==> src/rtl/noise_inject_pkg.sv <==
// Shared types and defaults for the noise injection sequencer.
package noise_inject_pkg;

    localparam int NCH_DEF      = 4;
    localparam int PERIOD_W_DEF = 8;
    localparam int CNT_W_DEF    = 8;

    localparam logic MODE_BCAST = 1'b0;
    localparam logic MODE_RR    = 1'b1;

    typedef enum logic [1:0] {
        IDLE = 2'd0,
        RUN  = 2'd1,
        DONE = 2'd2
    } state_t;

endpackage

==> src/rtl/noise_inject_ctrl_if.sv <==
// Campaign configuration handshake between test-control registers and the sequencer.
interface noise_inject_ctrl_if #(
    parameter int NCH      = 4,
    parameter int PERIOD_W = 8,
    parameter int CNT_W    = 8
);
    logic                valid;
    logic                ready;
    logic [NCH-1:0]      mask;
    logic [PERIOD_W-1:0] period;
    logic [PERIOD_W-1:0] offset;
    logic [CNT_W-1:0]    count;
    logic                rr;

    modport master (
        output valid, mask, period, offset, count, rr,
        input  ready
    );

    modport slave (
        input  valid, mask, period, offset, count, rr,
        output ready
    );
endinterface

==> src/rtl/noise_inject_ctrl_rr_next_sel.sv <==
// Next set mask bit strictly above the one-hot pointer, wrapping to the lowest set bit.
// An all-zero pointer yields the lowest set bit.
module rr_next_sel #(
    parameter int NCH = 4
) (
    input  logic [NCH-1:0] mask,
    input  logic [NCH-1:0] ptr,
    output logic [NCH-1:0] nxt
);
    logic           seen;
    logic           hit_above;
    logic           hit_low;
    logic [NCH-1:0] above;
    logic [NCH-1:0] lowest;

    always_comb begin
        seen      = 1'b0;
        hit_above = 1'b0;
        hit_low   = 1'b0;
        above     = '0;
        lowest    = '0;
        for (int i = 0; i < NCH; i++) begin
            if (seen && mask[i] && !hit_above) begin
                above[i]  = 1'b1;
                hit_above = 1'b1;
            end
            if (mask[i] && !hit_low) begin
                lowest[i] = 1'b1;
                hit_low   = 1'b1;
            end
            if (ptr[i]) begin
                seen = 1'b1;
            end
        end
        nxt = hit_above ? above : lowest;
    end
endmodule

==> src/rtl/noise_inject_ctrl.sv <==
// Counted, abortable scheduler forcing one-cycle pulses onto selected signal lines.
//
// state | meaning
// IDLE  | waiting for a configuration; last inj_cnt remains visible
// RUN   | phase counter running, pulse fires when phase == offset
// DONE  | one-cycle completion strobe, no injection
module noise_inject_ctrl
    import noise_inject_pkg::*;
#(
    parameter int NCH      = NCH_DEF,
    parameter int PERIOD_W = PERIOD_W_DEF,
    parameter int CNT_W    = CNT_W_DEF
) (
    input  logic                clk,
    input  logic                rst_n,
    noise_inject_ctrl_if.slave  cfg,
    input  logic                abort,
    input  logic [NCH-1:0]      sig_in,
    output logic [NCH-1:0]      sig_out,
    output logic                busy,
    output logic                done,
    output logic                cfg_err,
    output logic [CNT_W-1:0]    inj_cnt
);
    localparam logic [NCH-1:0] NO_PTR = '0;

    state_t              state_q, state_d;
    logic [NCH-1:0]      mask_q, ptr_q, ptr_adv, ptr_init, sel;
    logic [PERIOD_W-1:0] period_q, offset_q, phase_q;
    logic [CNT_W-1:0]    count_q, inj_cnt_q;
    logic                rr_q, cfg_err_q;
    logic                accept, reject, fire, last;

    rr_next_sel #(.NCH(NCH)) u_adv (
        .mask (mask_q),
        .ptr  (ptr_q),
        .nxt  (ptr_adv)
    );

    rr_next_sel #(.NCH(NCH)) u_init (
        .mask (cfg.mask),
        .ptr  (NO_PTR),
        .nxt  (ptr_init)
    );

    always_ff @(posedge clk) begin
        if (!rst_n) begin
            state_q <= IDLE;
        end else begin
            state_q <= state_d;
        end
    end

    always_comb begin
        state_d = state_q;
        reject  = 1'b0;
        accept  = 1'b0;
        fire    = 1'b0;
        last    = 1'b0;
        case (state_q)
            IDLE: begin
                if (cfg.valid) begin
                    reject = (cfg.mask == '0) || (cfg.offset > cfg.period);
                    accept = !reject;
                end
                if (accept) begin
                    state_d = RUN;
                end
            end
            RUN: begin
                fire = (phase_q == offset_q) && !abort;
                last = fire && (count_q != '0) && ((inj_cnt_q + CNT_W'(1)) == count_q);
                if (abort) begin
                    state_d = IDLE;
                end else if (last) begin
                    state_d = DONE;
                end
            end
            DONE:    state_d = IDLE;
            default: state_d = IDLE;
        endcase
    end

    // Abort freezes everything except the state; the phase restarts on the next accept.
    always_ff @(posedge clk) begin
        if (!rst_n) begin
            mask_q    <= '0;
            period_q  <= '0;
            offset_q  <= '0;
            count_q   <= '0;
            rr_q      <= MODE_BCAST;
            phase_q   <= '0;
            inj_cnt_q <= '0;
            ptr_q     <= '0;
            cfg_err_q <= 1'b0;
        end else begin
            cfg_err_q <= reject;
            if (accept) begin
                mask_q    <= cfg.mask;
                period_q  <= cfg.period;
                offset_q  <= cfg.offset;
                count_q   <= cfg.count;
                rr_q      <= cfg.rr;
                phase_q   <= '0;
                inj_cnt_q <= '0;
                ptr_q     <= ptr_init;
            end else if (state_q == RUN && !abort) begin
                phase_q <= (phase_q == period_q) ? '0 : phase_q + PERIOD_W'(1);
                if (fire) begin
                    if (inj_cnt_q != '1) begin
                        inj_cnt_q <= inj_cnt_q + CNT_W'(1);
                    end
                    if (rr_q == MODE_RR) begin
                        ptr_q <= ptr_adv;
                    end
                end
            end
        end
    end

    assign sel       = (rr_q == MODE_RR) ? ptr_q : mask_q;
    assign sig_out   = sig_in | ({NCH{fire}} & sel);
    assign busy      = (state_q == RUN);
    assign done      = (state_q == DONE);
    assign cfg.ready = (state_q == IDLE);
    assign cfg_err   = cfg_err_q;
    assign inj_cnt   = inj_cnt_q;

endmodule

==> src/flat_wrapper.sv <==
// flat-port wrapper written by rule: the top's interface ports become plain ports
module noise_inject_ctrl_flat import noise_inject_pkg::*;
#(
    parameter int NCH      = NCH_DEF,
    parameter int PERIOD_W = PERIOD_W_DEF,
    parameter int CNT_W    = CNT_W_DEF
)
  (clk, rst_n, abort, sig_in, sig_out, busy, done, cfg_err, inj_cnt, cfg_valid, cfg_mask, cfg_period, cfg_offset, cfg_count, cfg_rr, cfg_ready);
  noise_inject_ctrl_if #(.NCH(NCH), .PERIOD_W(PERIOD_W), .CNT_W(CNT_W)) cfg_i ();
  input  logic clk;
  input  logic rst_n;
  input  logic abort;
  input  logic [NCH-1:0] sig_in;
  output logic [NCH-1:0] sig_out;
  output logic busy;
  output logic done;
  output logic cfg_err;
  output logic [CNT_W-1:0] inj_cnt;
  input wire logic [$bits(cfg_i.valid)-1:0] cfg_valid;
  input wire logic [$bits(cfg_i.mask)-1:0] cfg_mask;
  input wire logic [$bits(cfg_i.period)-1:0] cfg_period;
  input wire logic [$bits(cfg_i.offset)-1:0] cfg_offset;
  input wire logic [$bits(cfg_i.count)-1:0] cfg_count;
  input wire logic [$bits(cfg_i.rr)-1:0] cfg_rr;
  output wire logic [$bits(cfg_i.ready)-1:0] cfg_ready;
  assign cfg_i.valid = cfg_valid;
  assign cfg_i.mask = cfg_mask;
  assign cfg_i.period = cfg_period;
  assign cfg_i.offset = cfg_offset;
  assign cfg_i.count = cfg_count;
  assign cfg_i.rr = cfg_rr;
  assign cfg_ready = cfg_i.ready;
  noise_inject_ctrl #(.NCH(NCH), .PERIOD_W(PERIOD_W), .CNT_W(CNT_W)) u_core (.clk(clk), .rst_n(rst_n), .cfg(cfg_i), .abort(abort), .sig_in(sig_in), .sig_out(sig_out), .busy(busy), .done(done), .cfg_err(cfg_err), .inj_cnt(inj_cnt));
endmodule
==> config.mk <==
export PLATFORM = sky130hd
export DESIGN_NAME = noise_inject_ctrl_flat
export DESIGN_NICKNAME = d
export VERILOG_FILES = /design/src/rtl/noise_inject_pkg.sv /design/src/rtl/noise_inject_ctrl_if.sv /design/src/rtl/noise_inject_ctrl_rr_next_sel.sv /design/src/rtl/noise_inject_ctrl.sv /design/src/flat_wrapper.sv
export SDC_FILE = /design/constraint.sdc
export NUM_CORES = 1
export LEC_CHECK = 0
export CORE_ASPECT_RATIO = 0.8
export CORE_MARGIN = 2
export CORE_UTILIZATION = 53
export DETAILED_ROUTE_END_ITERATION = 6
export PLACE_DENSITY = 0.87
export SLEW_MARGIN = 10
export SYNTH_ARGS = -nofsm -noshare
export SYNTH_HDL_FRONTEND = slang
export SYNTH_SLANG_ARGS = --single-unit
==> constraint.sdc <==
create_clock -name clk -period 2.9 [get_ports clk]
set_clock_uncertainty 0.1 [all_clocks]
set_input_delay 0.58 -clock clk [delete_from_list [all_inputs] [get_ports clk]]
set_output_delay 0.58 -clock clk [all_outputs]
set_load 0.02 [all_outputs]
# Yosys cells after proc, flatten, opt, wreduce, memory -nomap -nowiden
# Cells that the tools add are included.
# W data, S select, Z words.
[totals]
memories = 0
ramBits = 0
latch_bits = 0
out_inout_bits = 16
rom_bits = 0
elab_cells = 96
ff_bits = 52
[op_classes]
eq_ne = 8
muxes = 35
reduce_logical = 37
shifts = 0
mul = 0
div = 0
n_bitwise = 3
magnitude_cmp = 1
add_sub_neg = 2
[op_table]
columns = ["operator", "n"]
rows = [
  ["$eq A8 B8 Y1", 3],
  ["$mux W1", 24],
  ["$mux W4", 6],
  ["$add A8 B1 Y8 const B", 2],
  ["$logic_and A1 B1 Y1", 15],
  ["$logic_not A1 Y1", 10],
  ["$reduce_and A3 Y1", 3],
  ["$gt A8 B8 Y1", 1],
  ["$mux W8", 1],
  ["$ne A8 B8 Y1 const B", 1],
  ["$reduce_bool A8 Y1", 1],
  ["$mux W2", 3],
  ["$reduce_bool A2 Y1", 3],
  ["$and A4 B4 Y4", 1],
  ["$logic_not A4 Y1", 1],
  ["$or A4 B4 Y4", 1],
  ["$pmux W2 S2", 1],
  ["$ne A3 B2 Y1 const B", 1],
  ["$eq A2 B1 Y1 const B", 1],
  ["$eq A2 B2 Y1 const B", 1],
  ["$logic_not A2 Y1", 1],
  ["$ne A2 B1 Y1 const B", 1],
  ["$reduce_and A2 Y1", 1],
  ["$reduce_or A2 Y1", 1],
  ["other kinds (2)", 2],
]

# Longest topological paths before layout
# Gate-level depths: netlist of run 1.
[logic_depth]
depth_word = 15
depth_mapped = 9
ltp_nobuf = 8

# Hierarchy
# Synthesis of run 1 repeated with hierarchy kept, for this count alone.
[hier_totals]
cells_unflattened = 395
area_unflattened_um2 = 3166.8
[modules_own_cells]
columns = ["module", "cells_each", "area_each_um2", "n_inst"]
rows = [
  ["noise_inject_ctrl", 359, 2941.6, 1],
  ["rr_next_sel", 18, 112.6, 2],
]

# Worst setup path before layout of run 1
# No wires, ideal clock.
[synth_timing]
path_kind = "in2reg"
from = "in cfg_period[7]"
to = "reg u_core.count_q[0]"
required_time_ns = 2.684
setup_slack_ns = 0.566
setup_time_ns = 0.116
stages = 9
arrival_ns = 2.118
n_path_buf = 1
path_cell_list = "inv_1 -> ha_1 -> nand4_1 -> nor2_1 -> a21oi_2 -> nor3_4 -> buf_6 -> mux2i_1 -> nor2b_1"
[synth_between]
elab_chain_len = 6
[synth_lines]
columns = ["element", "line_no", "rtl"]
rows = [
  ["start: declaration", "flat_wrapper.sv:21", "input wire logic [$bits(cfg_i.period)-1:0] cfg_period;"],
  ["$gt A8 B8 Y1", "noise_inject_ctrl.sv:63", "reject = (cfg.mask == '0) || (cfg.offset > cfg.period);"],
  ["$logic_or A1 B1 Y1", "noise_inject_ctrl.sv:63", ""],
  ["$logic_not A1 Y1", "noise_inject_ctrl.sv:64", "accept = !reject;"],
  ["$mux W1", "noise_inject_ctrl.sv:62", "if (cfg.valid) begin"],
  ["$mux W1 (2 in series)", "noise_inject_ctrl.sv:60", "case (state_q)"],
  ["end signal: assignment", "noise_inject_ctrl.sv:102", "count_q <= cfg.count;"],
  ["end: declaration", "noise_inject_ctrl.sv:30", "logic [CNT_W-1:0] count_q, inj_cnt_q;"],
]
# Every way passes these cells. The select of a mux whose other input is x is not followed.
# A chain may end at the register's enable or synchronous reset.

# Final worst setup path of run 1
[layout_timing]
from = "in abort"
to = "out sig_out[1]"
[layout_between]
elab_chain_len = 5
[layout_lines]
columns = ["element", "line_no", "rtl"]
rows = [
  ["start: declaration", "flat_wrapper.sv:12", "input logic abort;"],
  ["$logic_not A1 Y1", "noise_inject_ctrl.sv:71", "fire = (phase_q == offset_q) && !abort;"],
  ["$logic_and A1 B1 Y1", "noise_inject_ctrl.sv:71", ""],
  ["$mux W1", "noise_inject_ctrl.sv:60", ""],
  ["$and A4 B4 Y4", "noise_inject_ctrl.sv:122", "assign sig_out = sig_in | ({NCH{fire}} & sel);"],
  ["$or A4 B4 Y4", "noise_inject_ctrl.sv:122", ""],
  ["end: declaration", "flat_wrapper.sv:14", "output logic [NCH-1:0] sig_out;"],
]
# Every way passes these cells.

==> results of run 1 <==
==> cell usage after synthesis, types with 7 or more instances <==
cell      n
xnor2_1  22
inv_1    11
nor3_1    7
xor2_1   17
nand2_1  13
mux2i_1  35
nor2_1   29
ha_1     10
nand4_1  12
dfxtp_1  52
nor2b_1  34
nand3_1   8
==> final cells by class <==
class	count	area, sq um	area share, %
clock buffer	6	82.6	2.20
clock inverter	2	10.0	0.267
inverter	11	41.3	1.10
multi-input combinational	250	1830	48.7
sequential	52	1040	27.8
tap	78	97.6	2.60
timing repair buffer	68	649	17.3
==> sequential cells by signal, indices dropped and copies added, names as in the netlist <==
signal,count
u_core.period_q,8
u_core.ptr_q,4
u_core.offset_q,8
u_core.mask_q,4
u_core.rr_q,1
u_core.phase_q,8
u_core.inj_cnt,8
u_core.count_q,8
u_core.cfg_err,1
u_core.state_q,2
==> tightest hold or removal path: stages (launching register included) <==
cell,delay [ns]
dfxtp_1,0.35
o21ai_0,0.08
a21oi_1,0.06
==> where the power goes <==
group | leakage, nW | total (W) | internal (W) | switching [W]
clock network | 0.0510 | 0.000432 | 0.000191 | 0.000241
registers | 0.423 | 0.000783 | 0.000748 | 0.0000356
logic | 0.939 | 0.000351 | 0.000187 | 0.000164
==> layout by cell type, fill, tap and decap left out, types with 2 or more instances in the layout <==
master and n:
dfxtp_1 52, clkdlybuf4s50_1 48, mux2i_1 35, nor2b_1 34
nor2_1 29, xnor2_1 22, xor2_1 17, buf_4 14
nand2_1 13, nand4_1 12, inv_1 11, ha_1 10
nand3_1 8, nor3_1 7, a21oi_1 6, clkbuf_8 6
o21bai_1 5, nor4_1 5, o21ai_0 4, nor3b_1 3
a31oi_1 3, clkbuf_2 3, a21o_1 2, and3_1 2
and2_1 2, or2_2 2, o21a_1 2, a211oi_1 2
clkinv_2 2, buf_12 2
==> routing by layer <==
layer | up-vias | wire length (microns)
met4 | 0 | 101
met3 | 11 | 375
li1 | 1258 | -
met5 | - | 0
met2 | 77 | 3300
met1 | 1192 | 3190
==> logic make-up (layout without fill, tap and decap cells) <==
group / Yosys count / count (layout) / share of synthesized area [%]
AND/OR/NAND/NOR: 130 / 130 / 25.3
flip-flops: 52 / 52 / 34.8
XOR/XNOR: 39 / 39 / 11.4
multiplexers: 36 / 36 / 12.1
AO/OA/AOI/OAI: 35 / 35 / 8.08
buffers and inverters: 25 / 87 / 4.10
adder cells (fa/ha/maj): 10 / 10 / 4.19
==> through the flow <==
stage	power (W)	util [%]	worst slack (ns)
5_1_grt	0.00164	68.9	0.0138
4_1_cts	0.00157	69.2	0.00513
2_1_floorplan	0.00101	-	0.566
6_report	0.00157	68.9	0.135
3_5_place_dp	0.00115	67.3	-0.194
3_3_place_gp	0.00114	67.3	-0.191
==> repair_timing <==
item / CTS / global route
pin swaps: 1 / 1
buffers inserted: 2 / 0
endpoints found under the setup margin: 4 / 3
gates resized for setup: 4 / 6
==> final timing paths <==
kind | start | to | cells past startpoint
worst max-delay path | abort | sig_out[1] | 5
worst min-delay path | u_core.inj_cnt[1]$_SDFFE_PP0P_ | u_core.inj_cnt[1]$_SDFFE_PP0P_ | 2
worst max register to register | u_core.inj_cnt[0]$_SDFFE_PP0P_ | u_core.inj_cnt[0]$_SDFFE_PP0P_ | 6
worst min register to register | u_core.inj_cnt[1]$_SDFFE_PP0P_ | u_core.inj_cnt[1]$_SDFFE_PP0P_ | 2
==> reports/summary.txt, run 1 <==
Slew HR -> 48.1%
yosys warns -> 0
Peak VDD IR -> 232 uV
post-route ant nets -> 0
Buf/Inv on CP -> 2
CTS Hold Bufs -> 0
Synthesized Nets -> 374
power density over the cells -> 418 nW/um^2
final WL -> 6.97 mm
CP top delay family -> buffers and inverters
Area Overhead vs Synth -> 25.4%
core area -> 5440 sq um
Setup TNS Final -> 0 ns
unrepaired setup endpoints after global routing -> no
CP Capture Type -> output pin
layout cells sized above 1 -> 10.0%
critical path class -> in2out
first-pass GRT wire length -> 11.7 mm
crit path max-delay cell type -> clkdlybuf4s50_1
CTS tree -> done
TritonCTS Buffers -> 5
status -> complete, no violations
data required time at the worst endpoint -> 2.22 ns
crit path cell chain -> clkdlybuf4s50_1 -> nor4_4 -> nand4_1 -> o21bai_1 -> dlygate4sd2_1
Vias/cell -> 5.43
initial core utilization -> 55.0%
critical path's largest stage delay -> 0.46 ns
later-pin clock latency in the skew report -> 0.31 ns
syn avg cell area -> 9.14 sq um
# port buffers -> 52
vias in the first global route -> 2590
Hold WC Path Type -> reg2reg
Final Setup Violations -> 0
met2 GRT Util -> 40.2%
site row count -> 24
CTS root buf -> clkbuf_8
global route hottest layer -> met2
Max Slew Vio Count -> 0
sequential-to-total area share from yosys stat -> 34.8%
Finished Layout Cells -> 467
placed cells -> 457
Max Buffers Root-to-Sink -> 2
CP startpoint kind -> input port
Post-synth top flop -> dfxtp_1
largest cells by area after synthesis -> dfxtp_1, mux2i_1, nor2b_1
largest net degree at the start of global routing -> 37
DR pass1 iterations -> 4
clk slew on worst S/H paths -> 0.10 ns
FILL cells -> 404
number of enable flip-flop cells after synthesis -> 0
Leakage -> 1.41 nW
Distinct cells, synth -> 52
Worst-Margin Slew -> 0.773 ns
Arrival @ worst endpoint -> 2.08 ns
Hold Violations, Final -> 0
routed length per instance -> 14.9 microns
GRT Residual Overflow -> 0
htree depth -> 2
DRC errors left -> 0
register bit total from synthesis -> 52
area leader, netlist -> dfxtp_1
final hold slack -> 0.432 ns
antenna cells -> 0
# nets final -> 435
gr usage total -> 23.7%
post-synthesis async set-or-reset flop share -> 0%
vias after detailed routing -> 2538
Synth top area share -> 34.8%
post-DP HPWL -> 5.37 mm
chip height -> 71.2 microns
Max Cap Viol -> 0
Post-Syn Instances -> 327
R2R setup slack -> 0.75 ns
GR met1 Demand/Resource -> 30.6%
Cell Area, Synth -> 2990 sq um
Top Ports -> 53
fin area -> 3750 sq um
initial drt markers -> 214
fmax -> 362 MHz
clock sink count -> 52
final worst path period need -> 2.76 ns
Die Width -> 88.0 microns
placed inst area -> 3660 sq um
Final Cycle Share -> 95.3%
Placer Congestion -> 0.834
worst-path maximum fanout -> 3
grt met3 use -> 4.20%
initial antenna violation count -> 0
Die ar. -> 6260 sq um
Note: power is estimated with default switching activity, not from simulation.
==> run 2, diff against run 1 <==
- CORE_UTILIZATION: 53 -> 54
- PLACE_DENSITY: 0.87 -> 0.88
- SYNTH_HIERARCHICAL: not set -> 1
==> run 2 against run 1 <==
- fmax decreased by 1.2%
- final area increased by 4.6%
- flip-flop and latch count unchanged
- sequential share of layout area decreased by 1.2 points
- utilization increased by 1.6 points
- sequential power increased by 1%
- register-to-register slack got worse by 0.16 ns
- via count increased by 13%
==> reports/summary.txt, run 2 <==
status -> complete, no violations
layout cells sized above 1 -> 7.96%
Peak VDD IR -> 198 uV
Hold WC Path Type -> reg2reg
Finished Layout Cells -> 530
vias after detailed routing -> 2867
initial core utilization -> 57.0%
first-pass GRT wire length -> 12.0 mm
clock sink count -> 52
Cell Area, Synth -> 3170 sq um
DRC errors left -> 0
Synth top area share -> 32.9%
post-route ant nets -> 0
Vias/cell -> 5.41
vias in the first global route -> 2629
final WL -> 7.30 mm
fmax -> 357 MHz
post-synthesis async set-or-reset flop share -> 0%
chip height -> 72.5 microns
CP Capture Type -> flip-flop
syn avg cell area -> 8.02 sq um
sequential-to-total area share from yosys stat -> 32.9%
Max Buffers Root-to-Sink -> 2
initial antenna violation count -> 0
clk slew on worst S/H paths -> 0.09 ns
later-pin clock latency in the skew report -> 0.30 ns
largest net degree at the start of global routing -> 40
unrepaired setup endpoints after global routing -> no
htree depth -> 2
fin area -> 3920 sq um
post-DP HPWL -> 5.61 mm
placed inst area -> 3820 sq um
data required time at the worst endpoint -> 3.02 ns
antenna cells -> 0
Post-Syn Instances -> 395
Max Cap Viol -> 0
GRT Residual Overflow -> 0
largest cells by area after synthesis -> dfxtp_1, nand2_1, a21boi_1
Final Cycle Share -> 96.5%
Hold Violations, Final -> 0
# nets final -> 498
Max Slew Vio Count -> 0
critical path class -> in2reg
Final Setup Violations -> 0
site row count -> 24
routed length per instance -> 13.8 microns
initial drt markers -> 166
Leakage -> 1.47 nW
gr usage total -> 23.4%
yosys warns -> 6
register bit total from synthesis -> 52
TritonCTS Buffers -> 5
placed cells -> 521
Top Ports -> 53
Distinct cells, synth -> 48
core area -> 5560 sq um
final worst path period need -> 2.80 ns
DR pass1 iterations -> 5
Worst-Margin Slew -> 0.494 ns
most common cell in the synthesized netlist -> nand2_1
# port buffers -> 52
worst-path maximum fanout -> 38
CTS tree -> done
area leader, netlist -> dfxtp_1
Placer Congestion -> 0.878
Die Width -> 89.6 microns
Slew HR -> 66.8%
CTS root buf -> clkbuf_8
most frequent cells in the layout -> nand2_1, dfxtp_1, clkdlybuf4s50_1
Post-synth top flop -> dfxtp_1
CP startpoint kind -> input port
Area Overhead vs Synth -> 23.8%
most common cell after layout, fill and taps aside -> nand2_1
power density over the cells -> 404 nW/um^2
Die ar. -> 6500 sq um
Arrival @ worst endpoint -> 2.92 ns
CTS Hold Bufs -> 0
Synth top cells by count -> nand2_1, dfxtp_1, a21boi_1
number of enable flip-flop cells after synthesis -> 0
[run 2: stage by stage]
step                setup TNS (ns)  setup WS, ns  utilization [%]  total power, W  hold WS, ns
detailed placement           -2.32        -0.107             68.8         0.00117        0.361
finish                           0         0.102             70.6         0.00158        0.375
CTS                              0         0.210             70.6         0.00159        0.373
global placement           -0.0439       -0.0155             68.8         0.00115        0.357
global route                     0        0.0679             70.6         0.00167        0.399
floorplan                        0         0.376                -         0.00103        0.347
[run 2: path summary, 6_finish.rpt]
path / from / to / slack, ns / cells past startpoint
max: cfg_period[7] / u_core/period_q[7]$_SDFFE_PN0N_ / 0.10 / 9
min: u_core/period_q[5]$_SDFFE_PN0N_ / u_core/period_q[5]$_SDFFE_PN0N_ / 0.38 / 2
min reg2reg: u_core/period_q[5]$_SDFFE_PN0N_ / u_core/period_q[5]$_SDFFE_PN0N_ / 0.38 / 2
max reg2reg: u_core/phase_q[5]$_SDFFE_PP0P_ / u_core/ptr_q[1]$_SDFFE_PN0P_ / 0.59 / 6
[run 2: what timing repair did]
item	CTS	global route
setup buffers	1	0
setup endpoints to repair	4	0
resized for setup	5	0
[run 2: report_power, final]
| part | switching (W) | internal, W |
|---|---|---|
| clock | 0.000232 | 0.000194 |
| combinational | 0.000188 | 0.000177 |
| sequential | 0.0000412 | 0.000752 |
| total | 0.000460 | 0.00112 |
[run 2: final cells by class]
class / count / area, sq um
Clock inverter: 1 / 7.51
Inverter: 13 / 48.8
Tap cell: 78 / 97.6
Sequential cell: 52 / 1040
Multi-Input combinational cell: 315 / 2010
Fill cell: 426 / 1630
Timing Repair Buffer: 64 / 631
Clock buffer: 7 / 86.3
[run 2: layer usage]
metal  vias to the layer above  track usage, %  wire length [microns]
li1                       1456               -                      -
met1                      1319            32.3                   3450
met2                        84            37.7                   3420
met3                         8            4.10                    367
met4                         0            6.47                     65
met5                         -               0                      0
[run 2: cells by family (layout without fill, tap and decap cells)]
family	Yosys count	in the layout	synth area share (%)
simple gates	169	169	25.4
compound gates	80	80	19.6
flops	52	52	32.9
buf+inv	39	85	5.14
xor+xnor	37	37	10.7
fa+ha+maj	10	10	3.95
mux	7	7	2.21
other cells	1	12	0.118
[run 2: critical path: stages]
cell and delay (ns):
clkdlybuf4s50_1 0.52, inv_1 0.06, ha_1 0.32, and4_1 0.24, o31ai_1 0.47, o21a_1 0.24, buf_12 0.22, nand2_1 0.10
a21boi_1 0.17
